$ cat config.mk
export PLATFORM = sky130hd
export DESIGN_NAME = accel_input_feeder_flat
export DESIGN_NICKNAME = d
export VERILOG_FILES = /design/src/rtl/accel_input_feeder_if.sv /design/src/rtl/accel_input_feeder.sv /design/src/flat_wrapper.sv
export SDC_FILE = /design/constraint.sdc
export NUM_CORES = 1
export LEC_CHECK = 0
export ABC_AREA = 1
export BUFFER_PORTS_ARGS = -buffer_cell sky130_fd_sc_hd__buf_4
export CAP_MARGIN = 0
export CORE_ASPECT_RATIO = 0.6
export CORE_UTILIZATION = 25
export CTS_BUF_LIST = sky130_fd_sc_hd__clkbuf_4 sky130_fd_sc_hd__clkbuf_8
export CTS_CLUSTER_SIZE = 40
export DETAILED_ROUTE_END_ITERATION = 10
export HOLD_SLACK_MARGIN = 0.15
export SETUP_SLACK_MARGIN = 0.1
export SKIP_LAST_GASP = 1
export SLEW_MARGIN = 0
export SYNTH_ARGS = -nofsm -noshare
export SYNTH_HDL_FRONTEND = slang
export SYNTH_SLANG_ARGS = --single-unit
$ cat constraint.sdc
create_clock -name clk -period 2.1 [get_ports clk]
set_input_delay 0.21 -clock clk [delete_from_list [all_inputs] [get_ports clk]]
set_output_delay 0.21 -clock clk [all_outputs]
set_load 0.01 [all_outputs]
$ cat src/rtl/accel_input_feeder_if.sv
// rtl/accel_input_feeder_if.sv - memory-side and engine-side signals of the conv2d input feeder
// master : feeder side, drives memory read strobes/addresses and engine beats
// slave  : memories/engine side, returns read data and the data-request line
// o_dmem_en/o_dmem_addr, i_dmem_rdata : activation memory read port (1-cycle latency)
// o_wmem_en/o_wmem_addr, i_wmem_rdata : weight memory read port (1-cycle latency)
// i_data_req, o_data/o_data_val       : activation beats to the engine
// o_weight/o_weight_val               : weight beats to the engine
interface accel_input_feeder_if #(
   parameter int BIT_WIDTH   = 8,
   parameter int NUM_CHANNEL = 3,
   parameter int NUM_KERNEL  = 4,
   parameter int ADDR_WIDTH  = 16
);
   localparam int DATA_W = BIT_WIDTH * NUM_CHANNEL;
   localparam int WGT_W  = DATA_W * NUM_KERNEL;

   logic                  o_dmem_en;
   logic [ADDR_WIDTH-1:0] o_dmem_addr;
   logic [DATA_W-1:0]     i_dmem_rdata;
   logic                  o_wmem_en;
   logic [ADDR_WIDTH-1:0] o_wmem_addr;
   logic [WGT_W-1:0]      i_wmem_rdata;
   logic                  i_data_req;
   logic [DATA_W-1:0]     o_data;
   logic                  o_data_val;
   logic [WGT_W-1:0]      o_weight;
   logic                  o_weight_val;

   modport master (
      output o_dmem_en, o_dmem_addr, o_wmem_en, o_wmem_addr,
             o_data, o_data_val, o_weight, o_weight_val,
      input  i_dmem_rdata, i_wmem_rdata, i_data_req
   );

   modport slave (
      input  o_dmem_en, o_dmem_addr, o_wmem_en, o_wmem_addr,
             o_data, o_data_val, o_weight, o_weight_val,
      output i_dmem_rdata, i_wmem_rdata, i_data_req
   );
endinterface

$ cat src/rtl/accel_input_feeder.sv
// rtl/accel_input_feeder.sv - conv2d input feeder: weight preload, then request-driven activation stream
// clk, rst (sync, active high)        : clock and reset
// i_start / o_busy / o_done           : transfer control
// i_conf_{data,wgt}_{base,len}        : transfer config, captured on accepted start
// bus (accel_input_feeder_if.master)  : memory read ports and engine beat ports
module accel_input_feeder #(
   parameter int BIT_WIDTH   = 8,
   parameter int NUM_CHANNEL = 3,
   parameter int NUM_KERNEL  = 4,
   parameter int ADDR_WIDTH  = 16,
   parameter int REG_WIDTH   = 32
) (
   input  logic                 clk,
   input  logic                 rst,
   input  logic                 i_start,
   output logic                 o_busy,
   output logic                 o_done,
   input  logic [REG_WIDTH-1:0] i_conf_data_base,
   input  logic [REG_WIDTH-1:0] i_conf_data_len,
   input  logic [REG_WIDTH-1:0] i_conf_wgt_base,
   input  logic [REG_WIDTH-1:0] i_conf_wgt_len,
   accel_input_feeder_if.master bus
);
   localparam int DATA_W = BIT_WIDTH * NUM_CHANNEL;
   localparam int WGT_W  = DATA_W * NUM_KERNEL;

   typedef enum logic [1:0] {S_IDLE, S_LOAD_W, S_STREAM, S_DONE} state_e;

   state_e                state_q;
   logic                  busy_q;
   logic                  done_q;
   logic [REG_WIDTH-1:0]  dlen_q;
   logic [REG_WIDTH-1:0]  wlen_q;
   logic [REG_WIDTH-1:0]  dcnt_q;
   logic [REG_WIDTH-1:0]  wcnt_q;
   logic [ADDR_WIDTH-1:0] daddr_q;
   logic [ADDR_WIDTH-1:0] waddr_q;
   logic                  dval_q;
   logic                  wval_q;
   logic [DATA_W-1:0]     data_hold_q;
   logic [WGT_W-1:0]      wgt_hold_q;
   logic                  dmem_rd;
   logic                  wmem_rd;
   logic                  unused_conf_bits;

   // Only the low address bits of the base registers are meaningful.
   assign unused_conf_bits = ^{i_conf_data_base[REG_WIDTH-1:ADDR_WIDTH],
                               i_conf_wgt_base[REG_WIDTH-1:ADDR_WIDTH]};

   // Counters only ever step up to their length, so != doubles as "more to issue".
   assign wmem_rd = (state_q == S_LOAD_W) && (wcnt_q != wlen_q);
   // Activation reads follow the engine request in the same cycle, so the
   // beat lands exactly one cycle after the request.
   assign dmem_rd = (state_q == S_STREAM) && bus.i_data_req && (dcnt_q != dlen_q);

   assign bus.o_wmem_en    = wmem_rd;
   assign bus.o_wmem_addr  = waddr_q;
   assign bus.o_dmem_en    = dmem_rd;
   assign bus.o_dmem_addr  = daddr_q;
   assign bus.o_weight_val = wval_q;
   assign bus.o_data_val   = dval_q;
   // Memory data is only valid in the cycle after the read; the hold
   // registers keep the last beat visible while val is low.
   assign bus.o_weight     = wval_q ? bus.i_wmem_rdata : wgt_hold_q;
   assign bus.o_data       = dval_q ? bus.i_dmem_rdata : data_hold_q;
   assign o_busy           = busy_q;
   assign o_done           = done_q;

   always_ff @(posedge clk) begin
      if (rst) begin
         state_q     <= S_IDLE;
         busy_q      <= 1'b0;
         done_q      <= 1'b0;
         dlen_q      <= '0;
         wlen_q      <= '0;
         dcnt_q      <= '0;
         wcnt_q      <= '0;
         daddr_q     <= '0;
         waddr_q     <= '0;
         dval_q      <= 1'b0;
         wval_q      <= 1'b0;
         data_hold_q <= '0;
         wgt_hold_q  <= '0;
      end else begin
         dval_q <= dmem_rd;
         wval_q <= wmem_rd;
         if (dval_q) data_hold_q <= bus.i_dmem_rdata;
         if (wval_q) wgt_hold_q  <= bus.i_wmem_rdata;
         if (wmem_rd) begin
            waddr_q <= waddr_q + ADDR_WIDTH'(1);
            wcnt_q  <= wcnt_q + REG_WIDTH'(1);
         end
         if (dmem_rd) begin
            daddr_q <= daddr_q + ADDR_WIDTH'(1);
            dcnt_q  <= dcnt_q + REG_WIDTH'(1);
         end
         done_q <= 1'b0;

         case (state_q)
            S_IDLE: begin
               if (i_start) begin
                  dlen_q  <= i_conf_data_len;
                  wlen_q  <= i_conf_wgt_len;
                  daddr_q <= i_conf_data_base[ADDR_WIDTH-1:0];
                  waddr_q <= i_conf_wgt_base[ADDR_WIDTH-1:0];
                  dcnt_q  <= '0;
                  wcnt_q  <= '0;
                  busy_q  <= 1'b1;
                  if (i_conf_wgt_len != '0) begin
                     state_q <= S_LOAD_W;
                  end else if (i_conf_data_len != '0) begin
                     state_q <= S_STREAM;
                  end else begin
                     state_q <= S_DONE;
                     done_q  <= 1'b1;
                  end
               end
            end
            S_LOAD_W: begin
               // All reads issued: the last weight beat is on the bus this cycle.
               if (wcnt_q == wlen_q) begin
                  if (dlen_q != '0) begin
                     state_q <= S_STREAM;
                  end else begin
                     state_q <= S_DONE;
                     done_q  <= 1'b1;
                  end
               end
            end
            S_STREAM: begin
               // All reads issued: the last activation beat is on the bus this cycle.
               if (dcnt_q == dlen_q) begin
                  state_q <= S_DONE;
                  done_q  <= 1'b1;
               end
            end
            S_DONE: begin
               state_q <= S_IDLE;
               busy_q  <= 1'b0;
            end
            default: begin
               state_q <= S_IDLE;
               busy_q  <= 1'b0;
            end
         endcase
      end
   end
endmodule
$ cat src/flat_wrapper.sv
// flat-port wrapper written by rule: the top's interface ports become plain ports
module accel_input_feeder_flat 
#(
   parameter int BIT_WIDTH   = 8,
   parameter int NUM_CHANNEL = 3,
   parameter int NUM_KERNEL  = 4,
   parameter int ADDR_WIDTH  = 16,
   parameter int REG_WIDTH   = 32
)
  (clk, rst, i_start, o_busy, o_done, i_conf_data_base, i_conf_data_len, i_conf_wgt_base, i_conf_wgt_len, bus_o_dmem_en, bus_o_dmem_addr, bus_o_wmem_en, bus_o_wmem_addr, bus_o_data, bus_o_data_val, bus_o_weight, bus_o_weight_val, bus_i_dmem_rdata, bus_i_wmem_rdata, bus_i_data_req);
  accel_input_feeder_if #(.BIT_WIDTH(BIT_WIDTH), .NUM_CHANNEL(NUM_CHANNEL), .NUM_KERNEL(NUM_KERNEL), .ADDR_WIDTH(ADDR_WIDTH)) bus_i ();
  input  logic clk;
  input  logic rst;
  input  logic i_start;
  output logic o_busy;
  output logic o_done;
  input  logic [REG_WIDTH-1:0] i_conf_data_base;
  input  logic [REG_WIDTH-1:0] i_conf_data_len;
  input  logic [REG_WIDTH-1:0] i_conf_wgt_base;
  input  logic [REG_WIDTH-1:0] i_conf_wgt_len;
  output wire logic [$bits(bus_i.o_dmem_en)-1:0] bus_o_dmem_en;
  output wire logic [$bits(bus_i.o_dmem_addr)-1:0] bus_o_dmem_addr;
  output wire logic [$bits(bus_i.o_wmem_en)-1:0] bus_o_wmem_en;
  output wire logic [$bits(bus_i.o_wmem_addr)-1:0] bus_o_wmem_addr;
  output wire logic [$bits(bus_i.o_data)-1:0] bus_o_data;
  output wire logic [$bits(bus_i.o_data_val)-1:0] bus_o_data_val;
  output wire logic [$bits(bus_i.o_weight)-1:0] bus_o_weight;
  output wire logic [$bits(bus_i.o_weight_val)-1:0] bus_o_weight_val;
  input wire logic [$bits(bus_i.i_dmem_rdata)-1:0] bus_i_dmem_rdata;
  input wire logic [$bits(bus_i.i_wmem_rdata)-1:0] bus_i_wmem_rdata;
  input wire logic [$bits(bus_i.i_data_req)-1:0] bus_i_data_req;
  assign bus_o_dmem_en = bus_i.o_dmem_en;
  assign bus_o_dmem_addr = bus_i.o_dmem_addr;
  assign bus_o_wmem_en = bus_i.o_wmem_en;
  assign bus_o_wmem_addr = bus_i.o_wmem_addr;
  assign bus_o_data = bus_i.o_data;
  assign bus_o_data_val = bus_i.o_data_val;
  assign bus_o_weight = bus_i.o_weight;
  assign bus_o_weight_val = bus_i.o_weight_val;
  assign bus_i.i_dmem_rdata = bus_i_dmem_rdata;
  assign bus_i.i_wmem_rdata = bus_i_wmem_rdata;
  assign bus_i.i_data_req = bus_i_data_req;
  accel_input_feeder #(.BIT_WIDTH(BIT_WIDTH), .NUM_CHANNEL(NUM_CHANNEL), .NUM_KERNEL(NUM_KERNEL), .ADDR_WIDTH(ADDR_WIDTH), .REG_WIDTH(REG_WIDTH)) u_core (.clk(clk), .rst(rst), .i_start(i_start), .o_busy(o_busy), .o_done(o_done), .i_conf_data_base(i_conf_data_base), .i_conf_data_len(i_conf_data_len), .i_conf_wgt_base(i_conf_wgt_base), .i_conf_wgt_len(i_conf_wgt_len), .bus(bus_i));
endmodule
==> results of run 1 <==
## per-layer routing
layer  up-vias  part of all wire  wire length (um)  GRT usage
met3        68             0.080              4299    0.03680
met2       526              0.39             21050     0.2411
met4         2             0.017               912    0.03827
met5         -           0.00024                13          0
li1       8135                 -                 -          -
met1      7192              0.51             27390     0.2701
## critical path, stage by stage, from the launching register on
cell and delay, ns:
dfxtp_4 0.36, xnor2_2 0.17, nand2_1 0.08, nor2_2 0.16, nand2_1 0.06, nor2_1 0.09
buf_4 0.17, nand2_4 0.07, nand2_4 0.08, inv_4 0.04, buf_12 0.13, buf_8 0.12
## worst paths after layout
path	from	slack (ns)	endpoint
setup / recovery	u_core.wlen_q[12]	-0.25	bus_o_wmem_en
hold / removal	bus_i_data_req	0.31	u_core.bus.o_dmem_addr[11]
setup reg to reg	u_core.wlen_q[12]	0.16	u_core.wcnt_q[29]
hold reg to reg	u_core.wgt_hold_q[79]	0.47	u_core.wgt_hold_q[79]
## cell type report
cell class	count	area (um2)
fillers	5855	34070
repair buffers	682	5926
inverters	162	628.1
flip-flops and latches	286	5813
multi-input cells	1613	7553
clock inverters	13	151.4
clock buffers	74	899.6
diodes	2	5.005
well taps	759	949.7
## cells by family after synthesis
kind of cell / count (synthesis) / share of synthesized area
simple gates: 1178 / 0.3349
compound gates: 320 / 0.1140
flops: 286 / 0.4024
buf+inv: 265 / 0.07581
xor+xnor: 107 / 0.06587
fa+ha+maj: 8 / 0.007036
## per-stage QoR
stage / hold WS, ns / cells
floorplan: 0.3376 / 2164
global placement: 0.4582 / 3260
detailed placement: 0.4603 / 3260
CTS: 0.2022 / 3581
global route: 0.3096 / 3591
finish: 0.3068 / 3591
## cells in the mapped netlist
cell type	n	area, um2
nor3_1	56	280.3
o21ai_0	78	390.4
nor3b_1	2	15.01
o21ai_1	7	35.03
a21oi_2	2	17.52
a21boi_0	2	15.01
buf_6	5	56.30
inv_2	6	22.52
nand2_2	2	12.51
nor4_1	3	18.77
clkbuf_2	1	5.000
clkinv_1	1	3.750
nand2_4	3	33.78
buf_4	4	30.03
nand3_1	94	470.5
buf_1	6	22.52
nand3b_1	3	22.52
inv_1	155	581.8
nor3_2	1	10.01
and3_1	1	6.260
xnor2_1	64	560.5
a31oi_1	6	37.54
xor2_1	43	376.6
clkbuf_1	71	266.5
buf_2	15	75.07
nor2_2	1	6.260
nor2_1	221	829.6
nand4_1	30	187.7
or2_2	3	18.77
buf_8	1	15.01
ha_1	8	100.1
a21oi_1	225	1126
dfxtp_1	286	5725
nor2_4	1	11.26
nand2_1	757	2841
## report_power, final
part	total (mW)	leakage (nW)	internal [mW]	switching, mW
logic	7.06	6.98	3.08	3.99
registers	6.79	2.36	6.20	0.585
clock network	5.57	0.554	3.11	2.47
## flip-flops by register name (all words and copies together), names as in the netlist
| name | cells |
|---|---|
| u_core.wgt_hold_q | 96 |
| u_core.dcnt_q | 32 |
| u_core.dlen_q | 32 |
| u_core.wcnt_q | 32 |
| u_core.wlen_q | 32 |
| u_core.data_hold_q | 24 |
| u_core.bus.o_dmem_addr | 16 |
| u_core.bus.o_wmem_addr | 16 |
| u_core.state_q | 2 |
| u_core.bus.o_data_val | 1 |
| u_core.bus.o_weight_val | 1 |
| u_core.o_busy | 1 |
| u_core.o_done | 1 |
## repair_timing
action,CTS,global route
buffers inserted,14,5
hold buffers,219,0
cloned,1,6
endpoints found under the setup margin,40,106
pin swaps,15,14
hold endpoints to repair,221,0
resized for setup,73,41
## cells in the final DEF (no fill, tap or decap), types with 6 or more instances in the layout
| master | n |
|---|---|
| dfxtp_1 | 244 |
| a21oi_1 | 225 |
| nand2_1 | 751 |
| xnor2_1 | 61 |
| buf_12 | 8 |
| o21ai_1 | 6 |
| dfxtp_2 | 28 |
| clkbuf_8 | 55 |
| inv_1 | 146 |
| ha_1 | 6 |
| nand2_4 | 6 |
| dfxtp_4 | 14 |
| o21ai_0 | 77 |
| nor3_1 | 53 |
| nand4_1 | 30 |
| xor2_1 | 43 |
| inv_2 | 12 |
| nor2_1 | 210 |
| a31oi_1 | 6 |
| buf_4 | 442 |
| nand3_1 | 94 |
| clkinv_2 | 6 |
| nor2_2 | 10 |
| dlygate4sd3_1 | 219 |
| clkbuf_4 | 19 |
==> flow_results.org, run 1 <==
** Global route
- Vias in the first global route :: 14670
- The first global-routing pass estimated 80740 um of wire.
- The initial antenna violation count is 3.
- Leftover overflow at the end of global routing :: 0
- Entering global routing, the biggest net connects 142 pins.
- Tot GR Track Use :: 0.1744

** Floorplan
- For this configuration, the core starts out at a cell density of 0.2541.
- Row generation in the floorplan step produced 67 rows.
- Top-level port count :: 410
- Die W :: 310.0 um
- Die area :: a little under 60000 um2
- The floorplan step set the die height to 186.8 um.
- After floorplanning, the core was sized to cover 56000 um2.

** Clock tree
- Counting along the longest clock path gives a buffer depth of 3.
- TritonCTS built the clock tree.
- CTS placed an instance of clkbuf_8 at the clock tree root.
- Clock insertion delay at the later pin of the skew report :: 0.61 ns
- For this design, the sink count on the clock tree is 286.
- CTS built an H-tree with a depth of 2.
- TritonCTS Buffers :: 50
- Clock Pin Slew Worst Setup and Hold Paths :: around 0.06 ns

** Timing
- Final hold vios :: 0
- For the final database, setup skew stands at about 0.043 ns.
- Period Utilization, post-route :: 1.120
- In this run the tightest slew margin relative to its limit is 0.4619.
- Counting I/O delays and the setup requirement, the final critical path takes 2.353 ns.
- Max-slew violations :: 0
- Setup repair after global routing could not meet its margin everywhere.
- Timing would allow up to roughly 430 MHz.
- Worst slew pin tran :: 0.8071 ns
- Once routing completed, OpenROAD measured the worst setup slack at -0.2525 ns.
- Finish-stage setup viols :: 2
- Aggregate negative setup slack :: -0.3120 ns

** Worst hold path
- Along the worst hold path, the cell count comes to 6.
- Class of the tightest hold or removal check :: primary input to flip-flop

** Placed design
- Final GP Congestion :: 0.9461
- Post-placement cell area :: 18130 um2
- Number of buffer cells added on primary ports :: 377
- Detailed placement finished with a half-perimeter wire length of 36550 um.
- Timing analysis after detailed placement gives a worst setup slack of between 0.09 and 0.1 ns.

** Final layout
- Once layout is complete, the utilization of the core stands at 0.3915.
- After the last flow step, the layout net total stands at 3055.
- Area Growth Syn to Fin :: 54.11%
- Fraction of layout instances using a drive strength above 1 :: 0.2293
- Area of all placed cells without fillers :: between 20000 and 25000 um2

** Setup path
- The worst setup path is captured at an output port.
- At the worst endpoint, the arrival time is 2.14 ns.
- The worst register-to-register path has a depth of 12.
- CP Launch Type :: flip-flop
- Maximum fanout encountered on the critical timing path :: 2
- Crit path kind :: flip-flop to output port
- STA puts the critical path data required time at approximately 1.9 ns.

** Logic synthesis
- Post-synthesis cell area :: roughly 14000 um2
- The cell count after synthesis came out at around 2200.
- Count of unique library cells instantiated by Yosys :: 35
- Number of storage elements in the synthesis netlist :: 286
- Yosys Warn Count :: 0
- Average instance area after synthesis :: 6.575 um2
- Synthesized Nets :: 2424
- For this run, the register share of the synthesized area comes to 0.4024.

** Power
- For this design the static power due to leakage is 9.887 nW.
- PD cells :: 886.0 nW/um2
- VDD sags by at most approximately 650 uV.
- The design draws between 15 and 20 mW.

** Routing
- The routed design has 53660 um of wire.
- The pre-antenna-repair detailed-routing pass consisted of 5 iterations.
- In this run the remaining antenna-violating nets after routing total 0.
- Via count :: around 16000
- In the routed layout, each cell is associated on average with a via count of 4.434.
- Detail-routed net length per standard cell :: 14.94 um
- After detailed routing, the number of remaining DRC violations is 0.
- The detailed router finished its first iteration with 1184 violations.

** Outcome
- Violated checks :: setup timing
- Result of the run :: finished with violations

** Flow run
- Number of max-capacitance violations reported :: 0
(Power assumes the default switching activity.)
==> run 2, diff against run 1 <==
- SETUP_SLACK_MARGIN: 0.1 -> not set
==> flow_results.org, run 2 (synthesis results as in run 1) <==
** Routing
- Via count :: 15890 (was 15920)
- The wire length per cell after detailed routing was 14.70 um (was 14.94 um).
- The ratio of routed vias to standard cells is 4.428 (was 4.434).
- The starting DRC count in detailed routing came to 1239 (was 1184).
- Top sig layer :: met5 (unchanged)
- Drt drc :: 0 (unchanged)
- Total routed wire length on the met1 layer :: 27150 um (was 27390 um)
- The met3 wire length is 4016 um (was 4299 um).
- DR WL met2 :: 20640 um (was 21050 um)
- The number of iterations in the first detailed-routing pass is 6 (was 5).
- Final antenna-violating net count :: 0 (unchanged)
- The overall routed net length was 52760 um (was 53660 um).

** Setup path
- The kind of end point of the critical path is an output port (unchanged).
- The worst endpoint required time came to 1.89 ns (about the same).
- Data arrival time of the critical path :: 2.13 ns (was 2.14 ns)
- Cell type group with the largest total delay on the critical path :: simple AND/OR/NAND/NOR gates (unchanged)
- The path type of the worst setup path is flip-flop to output port (unchanged).
- The kind of launch point of the worst setup path is a flip-flop (unchanged).
- The cell at the slowest stage of the critical path was dfxtp_4 (unchanged).
- The delay of the slowest cell on the worst path is 0.37 ns (was 0.36 ns).
- Maximum fanout encountered on the critical timing path :: 2 (unchanged)
- CP Cell Sequence :: xnor2_2 -> nand2_1 -> nor2_2 -> nand2_1 -> nor2_1 -> buf_4 -> nand2_4 -> nand2_4 -> inv_4 -> buf_12 -> buf_8 (unchanged)
- Number of buffer and inverter instances along the worst setup path :: 4 (unchanged)

** Final layout
- The proportion of layout cells with a drive suffix above 1 is 0.2238 (was 0.2293).
- The number of fillers in the final layout was 5873 (was 5855).
- Layout net count :: 3053 (was 3055)
- The most common library cell in the layout ignoring fill and taps was nand2_1 (unchanged).
- Area Growth Syn to Fin :: 52.89% (was 54.11%)
- The register containing the most flip-flops in the final layout was u_core.wgt_hold_q (unchanged).
- Flip-flop count of the largest register, all copies and words added :: 96 (unchanged)
- The finished layout cell area is 21750 um2 (was 21930 um2).
- Final cell count without fillers :: 3589 (was 3591)
- The final core utilization was 0.3884 (was 0.3915).
- Highest-count cells in the layout ignoring fill and taps: 754 x nand2_1, 448 x buf_4, 244 x dfxtp_1 (was 751 x nand2_1, 442 x buf_4, 244 x dfxtp_1).

** Clock tree
- The clock tree from TritonCTS is built (unchanged).
- Maximum level of the CTS H-tree :: 2 (unchanged)
- The CTS buffer count is 50 (unchanged).
- The clock transition at the registers of the reported paths was 0.06 ns (about the same).
- The maximum buffer depth of the clock tree is 3 (unchanged).
- Sink count of the clock tree :: 286 (unchanged)
- Clock insertion delay at the later pin of the skew report :: 0.61 ns (about the same)
- Clock tree root driver cell :: clkbuf_8 (unchanged)

** Timing
- The worst-case setup margin in the final layout is -0.2439 ns (was -0.2525 ns).
- Fmax :: 426.6 MHz (was 425.1 MHz)
- The number of endpoints with negative hold slack in the final report was 0 (unchanged).
- The ratio of final minimum period to clock period is 1.116 (was 1.120).
- The final critical path time including I/O delays and setup came to 2.344 ns (was 2.353 ns).
- The total negative slack for setup checks was -0.3306 ns (was -0.3120 ns).
- Finish-stage setup viols :: 2 (unchanged)
- Worst slew margin relative to its limit :: 0.4539 (was 0.4619)
- RSZ-0062 raised after global routing: true (unchanged).
- Max-slew violations :: 0 (unchanged)
- The worst clock skew on the final layout was 0.04552 ns (was 0.04278 ns).
- The transition time at the pin with the least slew margin came to 0.8191 ns (was 0.8071 ns).

** Placed design
- Final GP Congestion :: 0.9461 (unchanged)
- HPWL after detailed placement :: 36550 um (unchanged)
- Number of buffer cells added on primary ports :: 377 (unchanged)
- The cell area after placement came to 18130 um2 (unchanged).
- # placed instances :: 3260 (unchanged)

** Global route
- The global-route total usage across every layer is 0.1735 (was 0.1744).
- The initial antenna violation count is 3 (unchanged).
- Maximum number of pins on one net before global-route repair :: 142 (unchanged)
- The aggregate global routing overflow came to 0 (unchanged).
- The wire length of the first global-routing pass was 80410 um (was 80740 um).
- Vias in the first global route :: 14690 (was 14670)

** Power
- Switching Fraction :: 0.3614 (was 0.3623)
- The net load switching power came to 6.909 mW (was 7.039 mW).
- The worst vdd rail ir drop is 644.8 uV (was 651.7 uV).
- The overall power is 19.12 mW (was 19.43 mW).
- Static Leakage :: 9.824 nW (was 9.887 nW)
- The cell-internal power is 12.21 mW (was 12.39 mW).
- The fraction of power consumed by combinational cells was 0.354 (was 0.364).
- Sequential cell fraction of total power :: 0.354 (was 0.349)
- PD cells :: 878.9 nW/um2 (was 886.0 nW/um2)
- The portion of total power attributed to the clock network was 0.292 (was 0.287).

** Floorplan
- Die W :: 310.0 um (unchanged)
- Die area :: 57900 um2 (unchanged)
- The core region area is 56000 um2 (unchanged).
- Initial core utilization :: 0.2541 (unchanged)
- Top-level port count :: 410 (unchanged)
- Row count :: 67 (unchanged)
- Vertical die dimension :: 186.8 um (unchanged)

** Worst hold path
- Class of the tightest hold or removal check :: primary input to flip-flop (unchanged)

** Outcome
- Result of the run: finished with violations (unchanged).
- Violated checks: setup timing (unchanged).

** Flow run
- The max-capacitance violation count was 0 (unchanged).
[run 2: timing repair]
item                       in CTS  in global routing
hold endpoints to repair      221                  0
setup buffers                  13                  7
gates resized for setup        72                 19
setup endpoints to repair       2                 19
pin swaps                      15                 12
hold buffers                  219                  0
gates cloned                    0                  2
[run 2: power groups by stage]
stage	logic (mW)	clock network (mW)	registers [mW]
2_1_floorplan	3.51	0	6.82
3_3_place_gp	6.13	0	6.88
3_5_place_dp	6.15	0	6.88
4_1_cts	6.65	5.79	6.77
5_1_grt	7.49	6.04	6.87
6_report	6.77	5.58	6.78
[run 2: stage by stage]
step / hold slack (ns) / worst slack, ns
finish: 0.3023 / -0.2439
global route: 0.3096 / -0.3670
CTS: 0.2533 / -0.2615
detailed placement: 0.4603 / 0.09933
global placement: 0.4582 / 0.1009
floorplan: 0.3376 / 0.4375
[run 2: path summary, 6_finish.rpt]
path	startpoint	endpoint	slack [ns]	depth (start not counted)
setup / recovery	u_core.wlen_q[12]	bus_o_wmem_en	-0.24	11
hold / removal	bus_i_data_req	u_core.bus.o_dmem_addr[11]	0.30	6
setup reg to reg	u_core.wlen_q[12]	u_core.bus.o_wmem_addr[2]	0.08	14
hold reg to reg	u_core.wgt_hold_q[18]	u_core.wgt_hold_q[18]	0.47	2
[run 2: final cells by class]
| cell class | instances | area [um2] | area share |
|---|---|---|---|
| Timing Repair inverter | 1 | 8.758 | 0.0004026 |
| Clock inverter | 13 | 151.4 | 0.006960 |
| Timing Repair Buffer | 679 | 5782 | 0.2658 |
| Multi-Input combinational cell | 1613 | 7517 | 0.3456 |
| Clock buffer | 74 | 899.6 | 0.04136 |
| Inverter | 162 | 625.6 | 0.02876 |
| Sequential cell | 286 | 5813 | 0.2672 |
| Tap cell | 759 | 949.7 | 0.04366 |
| Antenna cell | 2 | 5.005 | 0.0002301 |
[run 2: layer usage]
layer	GRT usage	up-vias
li1	-	8139
met3	0.03816	72
met4	0.03903	2
met5	0	-
met2	0.2406	487
met1	0.2668	7191
[run 2: tightest hold or removal path, cell delays in order]
cell	delay, ns
buf_4	0.11
nand2_1	0.14
nor2_1	0.08
and3_1	0.17
nand3_1	0.08
a31oi_1	0.08
==> run 3, diff against run 2 <==
- CORE_UTILIZATION: 25 -> 49
- PLACE_DENSITY: not set -> 0.79
- clock period: 2.1 -> 2 ns (I/O delays scaled with it)
==> flow_results.org, run 3 (synthesis results as in run 1) <==
** Placed design
- Post-placement cell area :: 17740 um2 (was 18130 um2)
- The quantity of I/O buffers inserted on ports came to 377 (unchanged).
- The total half-perimeter wirelength after legalization and detailed placement came to 34500 um (was 36550 um).
- # placed instances :: 2884 (was 3260)
- Worst slack after detailed placement :: 0.06240 ns (was 0.09933 ns)
- The final RePlAce weighted congestion came to 1.020 (was 0.9461).

** Final layout
- The register area was 5832 um2 (was 5813 um2).
- Flip-flop count of the largest register, all copies and words added :: 96 (unchanged)
- Most flop-heavy register :: u_core.wgt_hold_q (unchanged)
- Final core occ :: 0.7712 (was 0.3884)
- Highest-count cells in the layout ignoring fill and taps: 751 x nand2_1, 465 x buf_4, 227 x dfxtp_1 (was 754 x nand2_1, 448 x buf_4, 244 x dfxtp_1).
- Final cell count without fillers :: 3220 (was 3589)
- The proportion of layout cells with a drive suffix above 1 came to 0.2438 (was 0.2238).
- The area added between synthesis and finish came to 52.04% (was 52.89%).
- The final layout net count came to 3077 (was 3053).
- Most common library cell in the layout ignoring fill and taps :: nand2_1 (unchanged)
- Layout fillers :: 1912 (was 5873)
- Footprint of the multi-input gates :: 7650 um2 (was 7517 um2)
- Area of all placed cells without fillers :: 21630 um2 (was 21750 um2)

** Routing
- The ratio of routed vias to standard cells was 5.404 (was 4.428).
- The number of iterations in the first detailed-routing pass was 6 (unchanged).
- Routed wire length :: 55780 um (was 52760 um)
- Top sig layer :: met4 (was met5)
- Met3 layer wire length in the routed design :: 5947 um (was 4016 um)
- The DRC violation count after routing was 0 (unchanged).
- Total routed wire length on the met1 layer :: 23090 um (was 27150 um)
- Final antenna-violating net count :: 0 (unchanged)
- DR WL met2 :: 24430 um (was 20640 um)
- Detail-routed net length per standard cell :: 17.32 um (was 14.70 um)
- The starting DRC count in detailed routing is 1816 (was 1239).
- The total via count in the routed design is 17400 (was 15890).

** Global route
- Leftover overflow at the end of global routing :: 0 (unchanged)
- Vias in the first global route :: 16260 (was 14690)
- The initial antenna violation count is 2 (was 3).
- The pin count of the biggest net entering global routing is 73 (was 142).
- The wire length of the first global-routing pass came to 84230 um (was 80410 um).
- Tot GR Track Use :: 0.3521 (was 0.1735)

** Setup path
- Crit path capture type :: output port (unchanged)
- The largest fanout on the critical path came to 2 (unchanged).
- Crit path kind :: flip-flop to output port (unchanged)
- The capturing point of the worst reg2reg path was u_core.dcnt_q[9] (was u_core.bus.o_wmem_addr[2]).
- CP Capture Point :: bus_o_wmem_en (unchanged)
- Worst reg2reg setup slack :: 0.05 ns (was 0.08 ns)
- The worst endpoint required time is 1.80 ns (was 1.89 ns).
- The number of cells on the worst reg-to-reg path is 14 (unchanged).
- R2r startpoint :: u_core.dcnt_q[1] (was u_core.wlen_q[12])
- Data arrival time of the critical path :: 1.95 ns (was 2.13 ns)
- Launch point of the critical path :: u_core.wcnt_q[5] (was u_core.wlen_q[12])
- CP Launch Type :: flip-flop (unchanged)

** Timing
- The minimum hold slack is 0.2847 ns (was 0.3023 ns).
- The headroom to the max-slew limit was 0.4819 (was 0.4539).
- Final hold vios :: 0 (unchanged)
- Aggregate negative setup slack :: -0.2799 ns (was -0.3306 ns)
- Max-slew violations :: 0 (unchanged)
- The transition time at the pin with the least slew margin is 0.7771 ns (was 0.8191 ns).
- Fmax :: 465.1 MHz
- Smallest setup slack after layout :: -0.1502 ns (was -0.2439 ns)
- Finish-stage setup viols :: 2 (unchanged)
- Final critical-path required period :: between 2 and 2.5 ns
- RSZ-0062 raised after global routing :: true (unchanged)
- Period Utilization, post-route :: 1.075
- Clock Skew :: 0.03575 ns (was 0.04552 ns)

** Clock tree
- Clock tree root driver cell :: clkbuf_8 (unchanged)
- TritonCTS Buffers :: 44 (was 50)
- Clock Tree Buf Depth :: 3 (unchanged)
- The clock latency of the later-clocked register in the worst-skew pair came to 0.59 ns (was 0.61 ns).
- Clock Pin Slew Worst Setup and Hold Paths :: 0.07 ns (was 0.06 ns)
- Maximum level of the CTS H-tree :: 2 (unchanged)
- The clock tree from TritonCTS is built (unchanged).
- The number of clock sinks came to 286 (unchanged).

** Outcome
- Result of the run: finished with violations (unchanged).
- Violated checks: setup timing (unchanged).

** Power
- The worst vdd rail ir drop is 624.8 uV (was 644.8 uV).
- PD cells :: 932.7 nW/um2 (was 878.9 nW/um2)
- Sum of internal, switching and leakage power :: 20.18 mW (was 19.12 mW)
- The static power due to leakage is 9.987 nW (was 9.824 nW).

** Floorplan
- Top-level port count :: 410 (unchanged)
- The number of rows in the core area came to 47 (was 67).
- Initial core utilization :: 0.5072 (was 0.2541)
- The width of the die came to 222.0 um (was 310.0 um).
- The core region area is 28050 um2 (was 56000 um2).
- The vertical die dimension was 134.0 um (was 186.8 um).
- Die area :: 29740 um2 (was 57900 um2)

** Worst hold path
- Class of the tightest hold or removal check :: primary input to flip-flop (unchanged)

** Flow run
- Number of max-capacitance violations reported :: 0 (unchanged)
-- run 3: cell types whose count changed in the layout (fill, tap and decap cells not counted), moves of 5 or more --
cell           change
dlygate4sd3_1      +7
nor2_2            +10
nor3_2             +5
xnor2_2           +12
nor3_1             -5
xnor2_1           -12
dfxtp_1           -17
buf_4             +17
nor2_1            -10
dfxtp_2           +18
-- run 3: routing by layer --
metal,vias to the layer above,global-route usage
li1,8196,-
met1,7949,0.4677
met2,1055,0.5542
met3,201,0.07930
met4,0,0.1466
met5,-,0
-- run 3: how the worst min path moves through the flow --
stage	start	end	slack, ns	depth (start not counted)
after global routing	bus_i_data_req	u_core.bus.o_dmem_addr[11]	0.28	6
after global placement	i_conf_wgt_base[1]	u_core.bus.o_wmem_addr[1]	0.43	3
final	bus_i_data_req	u_core.bus.o_dmem_addr[11]	0.28	6
after floorplan	i_conf_data_len[29]	u_core.dlen_q[29]	0.33	2
after CTS	bus_i_data_req	u_core.bus.o_dmem_addr[11]	0.25	6
after detailed placement	i_conf_wgt_base[1]	u_core.bus.o_wmem_addr[1]	0.44	3
-- run 3: cell type report --
type | count | area share
Tap cell | 367 | 0.02123
Clock inverter | 8 | 0.002140
Multi-Input combinational cell | 1613 | 0.3536
Antenna cell | 2 | 0.0002314
Timing Repair Buffer | 709 | 0.2828
Sequential cell | 286 | 0.2696
Timing Repair inverter | 1 | 0.0002892
Clock buffer | 72 | 0.04060
Inverter | 162 | 0.02950
-- run 3: where the power goes --
group          internal [mW]  switching [mW]  leakage [nW]
Clock                   2.78            2.44         0.499
Sequential              6.54           0.686          2.36
Combinational           3.34            4.39          7.12
Total                   12.7            7.51          9.99
-- run 3: timing repair --
| item | CTS | global route |
|---|---|---|
| hold buffers | 226 | 0 |
| setup endpoints to repair | 4 | 130 |
| gates cloned | 2 | 5 |
| endpoints found under the hold margin | 225 | 0 |
| pin swaps | 18 | 27 |
| resized for setup | 66 | 79 |
| buffers inserted | 9 | 16 |
-- run 3: critical path: stages, from the launching register on --
cell and delay (ns):
dfxtp_2 0.33, xnor2_2 0.14, nand2_1 0.07, nor2_1 0.15, nand2_1 0.09, nor2_2 0.15
buf_6 0.13, nand2_4 0.05, nand2_4 0.09, inv_8 0.05, buf_6 0.11
